`config.mk`:
```
export PLATFORM = sky130hd
export DESIGN_NAME = stopwatch_ctrl
export DESIGN_NICKNAME = d
export VERILOG_FILES = /design/src/rtl/stopwatch_ctrl.sv
export SDC_FILE = /design/constraint.sdc
export NUM_CORES = 1
export LEC_CHECK = 0
export CAP_MARGIN = 0
export CORE_ASPECT_RATIO = 0.9
export CORE_UTILIZATION = 61
export CTS_CLUSTER_DIAMETER = 100
export DETAILED_ROUTE_END_ITERATION = 12
export PLACE_DENSITY = 0.8
export REMOVE_ABC_BUFFERS = 1
export SYNTH_ARGS = -nofsm -noshare
export SYNTH_HDL_FRONTEND = slang
export SYNTH_SLANG_ARGS = --single-unit
```
`constraint.sdc`:
```
create_clock -name clock -period 3.8 [get_ports clock]
set_input_delay 0.76 -clock clock [delete_from_list [all_inputs] [get_ports clock]]
set_output_delay 0.76 -clock clock [all_outputs]
set_load 0.02 [all_outputs]
```
`src/rtl/stopwatch_ctrl.sv`:
```
// Stopwatch run/pause/lap/clear sequencer: button conditioning, control FSM and tick prescaler.
// Optional build macro DEBOUNCE_EN adds a DB_CYCLES stability filter on each synchronized button.
module stopwatch_ctrl #(
  parameter int unsigned TICK_DIV  = 500000,
  parameter int unsigned DB_CYCLES = 1000000
) (
  input  logic       clock,
  input  logic       reset,
  input  logic       start,
  input  logic       lap,
  input  logic       clear,
  input  logic       count_max,
  output logic       tick,
  output logic       count_clr,
  output logic       disp_hold,
  output logic       running,
  output logic [1:0] state
);

  localparam int unsigned PW = (TICK_DIV > 2) ? $clog2(TICK_DIV) : 1;
  localparam logic [PW-1:0] PRE_MAX = PW'(TICK_DIV - 1);

  if (TICK_DIV < 2) begin : g_bad_tick_div
    $error("stopwatch_ctrl: TICK_DIV must be at least 2");
  end
  if (DB_CYCLES < 1) begin : g_bad_db_cycles
    $error("stopwatch_ctrl: DB_CYCLES must be at least 1");
  end

  typedef enum logic [1:0] {
    S_IDLE  = 2'b00,
    S_RUN   = 2'b01,
    S_PAUSE = 2'b10,
    S_LAP   = 2'b11
  } state_t;

  state_t        r_state;
  state_t        w_state_nxt;
  logic [PW-1:0] r_pre;
  logic [PW-1:0] w_pre_nxt;
  logic          r_count_clr;
  logic          w_count_clr_nxt;
  logic          r_disp_hold;
  logic          w_disp_hold_nxt;

  // Button bit order: [0] start, [1] lap, [2] clear
  logic [2:0] w_btn_raw;
  logic [2:0] r_sync1;
  logic [2:0] r_sync2;
  logic [2:0] w_cond;
  logic [2:0] r_prev;
  logic [2:0] w_pulse;

  assign w_btn_raw = {clear, lap, start};

  always_ff @(posedge clock or posedge reset) begin
    if (reset) begin
      r_sync1 <= 3'b000;
      r_sync2 <= 3'b000;
    end else begin
      r_sync1 <= w_btn_raw;
      r_sync2 <= r_sync1;
    end
  end

`ifdef DEBOUNCE_EN
  localparam int unsigned DBW = (DB_CYCLES > 1) ? $clog2(DB_CYCLES) : 1;
  localparam logic [DBW-1:0] DB_LAST = DBW'(DB_CYCLES - 1);

  logic [DBW-1:0] r_db_cnt [3];
  logic [2:0]     r_cond;

  // Conditioned level follows the synchronized level only after DB_CYCLES consecutive disagreeing samples
  always_ff @(posedge clock or posedge reset) begin
    if (reset) begin
      r_cond <= 3'b000;
      for (int i = 0; i < 3; i++) begin
        r_db_cnt[i] <= '0;
      end
    end else begin
      for (int i = 0; i < 3; i++) begin
        if (r_sync2[i] == r_cond[i]) begin
          r_db_cnt[i] <= '0;
        end else if (r_db_cnt[i] == DB_LAST) begin
          r_db_cnt[i] <= '0;
          r_cond[i]   <= r_sync2[i];
        end else begin
          r_db_cnt[i] <= r_db_cnt[i] + DBW'(1);
        end
      end
    end
  end

  assign w_cond = r_cond;
`else
  assign w_cond = r_sync2;
`endif

  always_ff @(posedge clock or posedge reset) begin
    if (reset) begin
      r_prev <= 3'b000;
    end else begin
      r_prev <= w_cond;
    end
  end

  assign w_pulse = w_cond & ~r_prev;

  // Priority: clear over start over lap; a lower event coinciding with a higher one is dropped
  logic w_ev_clr;
  logic w_ev_start;
  logic w_ev_lap;

  assign w_ev_clr   = w_pulse[2];
  assign w_ev_start = w_pulse[0] & ~w_pulse[2];
  assign w_ev_lap   = w_pulse[1] & ~w_pulse[0] & ~w_pulse[2];

  logic w_run;
  logic w_pre_last;
  logic w_term;

  assign w_run      = (r_state == S_RUN) || (r_state == S_LAP);
  assign w_pre_last = (r_pre == PRE_MAX);
  assign w_term     = w_run & w_pre_last & count_max;

  always_comb begin
    w_state_nxt     = r_state;
    w_count_clr_nxt = 1'b0;
    w_pre_nxt       = r_pre;

    case (r_state)
      S_IDLE: begin
        if (w_ev_clr) begin
          w_count_clr_nxt = 1'b1;
        end else if (w_ev_start) begin
          w_state_nxt = S_RUN;
        end
      end
      S_RUN: begin
        if (w_ev_start || w_term) begin
          w_state_nxt = S_PAUSE;
        end else if (w_ev_lap) begin
          w_state_nxt = S_LAP;
        end
      end
      S_LAP: begin
        if (w_ev_start || w_term) begin
          w_state_nxt = S_PAUSE;
        end else if (w_ev_lap) begin
          w_state_nxt = S_RUN;
        end
      end
      S_PAUSE: begin
        if (w_ev_clr) begin
          w_state_nxt     = S_IDLE;
          w_count_clr_nxt = 1'b1;
        end else if (w_ev_start) begin
          w_state_nxt = S_RUN;
        end
      end
      default: w_state_nxt = S_IDLE;
    endcase

    // Prescaler holds in PAUSE so a resume keeps the sub-tick fraction
    if (w_run) begin
      w_pre_nxt = w_pre_last ? '0 : r_pre + PW'(1);
    end else if ((r_state == S_PAUSE) && w_ev_clr) begin
      w_pre_nxt = '0;
    end

    w_disp_hold_nxt = (w_state_nxt == S_LAP);
  end

  always_ff @(posedge clock or posedge reset) begin
    if (reset) begin
      r_state     <= S_IDLE;
      r_pre       <= '0;
      r_count_clr <= 1'b0;
      r_disp_hold <= 1'b0;
    end else begin
      r_state     <= w_state_nxt;
      r_pre       <= w_pre_nxt;
      r_count_clr <= w_count_clr_nxt;
      r_disp_hold <= w_disp_hold_nxt;
    end
  end

  assign tick      = w_run & w_pre_last & ~count_max;
  assign count_clr = r_count_clr;
  assign disp_hold = r_disp_hold;
  assign running   = w_run;
  assign state     = r_state;

endmodule
```
==> results by group <==
Run status
  • Status: finished clean

Setup path
  • Critical path endpoint category: primary output
  • Flop-to-flop setup slack: about 1600 ps
  • Worst R2R Start: r_pre[7]
  • Setup crit start: r_pre[7]
  • Arr. time, crit path: 2610 ps
  • CP Class: flop to primary output
  • Worst Path Required: between 3000 and 4000 ps
  • Worst setup SP type: flop
  • Max Fanout on Critical Path: 5

Global route
  • Vias in the first global route: 1249
  • Largest net degree at the start of global routing: 33
  • First-pass GRT wire length: 5540 um
  • Gr usage total: 26.6%
  • Grt total ovfl: 0
  • Antenna violations before repair: 0

Finish
  • Antenna cells: 0
  • P&R area growth vs syn: 12.1%
  • Layout cell share with drive strength beyond 1: 10.1%
  • Cell area after layout: 0.00176 mm^2
  • FILL cells: 172
  • Nets: roughly 180

Hold path
  • Hold_sp: r_sync1[1]
  • Worst min-delay path category: flop to flop

STA
  • Setup Skew: between 10 and 15 ps
  • Fin. Hold Viols: 0
  • Slew Limit Fails: 0
  • RSZ-0062 raised after global routing: false
  • Maximum clock frequency: 296 MHz
  • Final setup violation count: 0
  • Final min period: around 3400 ps
  • Final period util: 88.8%
  • Post-route setup slack: 426 ps
  • Fin Hold WS: ~370 ps
  • Worst-margin pin slew: 802 ps
  • Max-slew headroom: a little under half
  • Setup TNS: 0 ps

Floorplanning
  • Die X: 55.5 um
  • Cell Rows: 17
  • Die Ht: 50.1 um
  • Die area: between 0.002 and 0.003 mm^2
  • Top Ports: 12
  • Initial Utilization: 64.1%
  • Core area: ~0.0024 mm^2

Clock tree
  • Post-CTS sizing: 0
  • Clock Sink Count: 32
  • Worst-path clk slew: 110 ps
  • CTS Buffer Depth: 2
  • Post-CTS Setup Inserts: 0
  • Root Driver: clkbuf_4
  • Post-CTS Hold Fix Bufs: 0
  • Clk_lat worst skew: 350 ps
  • Number of CTS-inserted buffers: 5
  • CTS tree: done
  • H-tree Lvls: 2

Logic synthesis
  • Cell type with the largest total area after synthesis: dfrtp_1
  • Synth area leaders: dfrtp_1 51%, nand2_1 4.8%, o21ai_0 4.5%, a21oi_1 3.5%, mux2i_1 3.2%
  • Yosys reg bits: 32
  • Synth Warn #: 0
  • Avg Inst Size Synth: 9.63 um^2
  • Yosys top cell area share: between 50% and 60%
  • Sequential area share after synthesis: ~51%
  • Cell Area, Synth: around 0.0016 mm^2
  • Synth unique cells: 40
  • Mapped Cells: 163

Power and ir drop
  • PD cells: ~460 mW/mm^2
  • LEAKAGE: 0.692 nW
  • Maximum VDD drop: 0.438 mV

Run
  • Max cap viols: 0

Placement
  • Post-DP HPWL: 2220 um
  • Setup WS pre-CTS: 813 ps
  • PortBufs: 11
  • DP Area: 0.00170 mm^2
  • GP Congestion: 0.840

Drt
  • TritonRoute pass-1 iters: 4
  • First DRT Iteration DRCs: 85
  • Post-DRT Antenna Nets: 0
  • Total wire length: 3130 um
  • Routed length per instance: 15.2 um
  • # DRC: 0
  • Via count: 1290
  • Vias/cell: approximately 6.3
==> through the flow <==
stage / utilization, % / power [mW] / instances
after floorplan: - / 0.538 / 157
after global placement: 69.4 / 0.600 / 198
after detailed placement: 69.4 / 0.609 / 198
after CTS: 71.9 / 0.811 / 206
after global routing: 71.9 / 0.847 / 206
final: 71.9 / 0.806 / 206
==> cell usage in the layout (no fill, tap or decap), types with 2 or more instances in the layout <==
| cell | count |
|---|---|
| clkdlybuf4s50_1 | 11 |
| a21oi_1 | 11 |
| nor4_1 | 4 |
| clkinvlp_4 | 2 |
| a21oi_2 | 2 |
| mux2i_1 | 5 |
| clkbuf_4 | 5 |
| dfrtp_1 | 32 |
| a221o_1 | 2 |
| nand2_1 | 20 |
| nand3_1 | 10 |
| buf_4 | 2 |
| and3_1 | 3 |
| nor3_1 | 7 |
| o21ai_0 | 14 |
| nand2b_1 | 2 |
| nor2b_1 | 2 |
| nor2_1 | 6 |
| nand4_1 | 4 |
| inv_1 | 7 |
| o22ai_1 | 2 |
| or3_1 | 5 |
==> per-layer routing <==
layer	track usage (%)	vias up	wire length (um)
met5	0	-	0
met2	45.4	35	1530
li1	-	621	-
met3	5.77	8	117
met1	31.6	626	1420
met4	13.8	0	65
==> power by group <==
part           total (mW)  leakage (nW)  switching, mW  internal, mW
logic               0.197         0.246          0.116        0.0808
clock network       0.203        0.0274          0.131        0.0727
registers           0.406         0.418         0.0342         0.372
total               0.806         0.692          0.281         0.525
==> worst paths after layout <==
check / endpoint / cells past startpoint
setup / recovery: tick / 4
hold / removal: r_sync2[1] / 0
setup reg to reg: r_pre[3] / 5
hold reg to reg: r_sync2[1] / 0
max in group asynchronous: r_pre[12] / 3
min in group asynchronous: r_pre[10] / 3
==> layout make-up <==
cell class,instances,area [um^2],share of cell area (%)
flip-flops and latches,32,801,45.5
repair buffers,13,125,7.11
clock buffers,5,37.5,2.13
inverters,7,26.3,1.49
well taps,28,35.0,1.99
clock inverters,3,23.8,1.35
multi-input cells,118,711,40.4
==> worst max-delay path: stages, from the launching register on <==
cell and delay, ps:
dfrtp_1 450, or4b_1 520, or4_4 480, nor4_1 180
clkdlybuf4s50_1 640
==> cell families (layout without fill, tap and decap cells) <==
kind of cell	Yosys count	in the layout	synth area share (%)
flops	32	32	51.0
buf+inv	13	28	3.67
mux	5	5	3.19
xor+xnor	2	2	1.12
fa+ha+maj	1	1	0.797
compound gates	40	40	16.7
simple gates	70	70	23.4
==> cells in the mapped netlist (all sizes together) <==
master,count
mux2i,5
nand3,10
nand2,20
dfrtp,32
and4,1
a21o,1
a21oi,13
and3,4
nand4,4
a221o,2
inv,7
or4,2
or4b,1
clkbuf,4
o21a,2
or2,1
a22o,2
nor3,7
o21ai,15
nand2b,2
nor2,6
nor4,4
nor4b,1
a211o,1
buf,2
ha,1
a31oi,1
xnor2,1
or3,5
o211ai,1
nor2b,2
xor2,1
o22ai,2
==> flip-flops by register name, summed over array words and instances, names as in the netlist <==
name and count:
count_clr 1, disp_hold 1, r_pre 19, r_prev 3, r_sync1 3, r_sync2 3, state 2
Note: power is estimated with default switching activity, not from simulation.
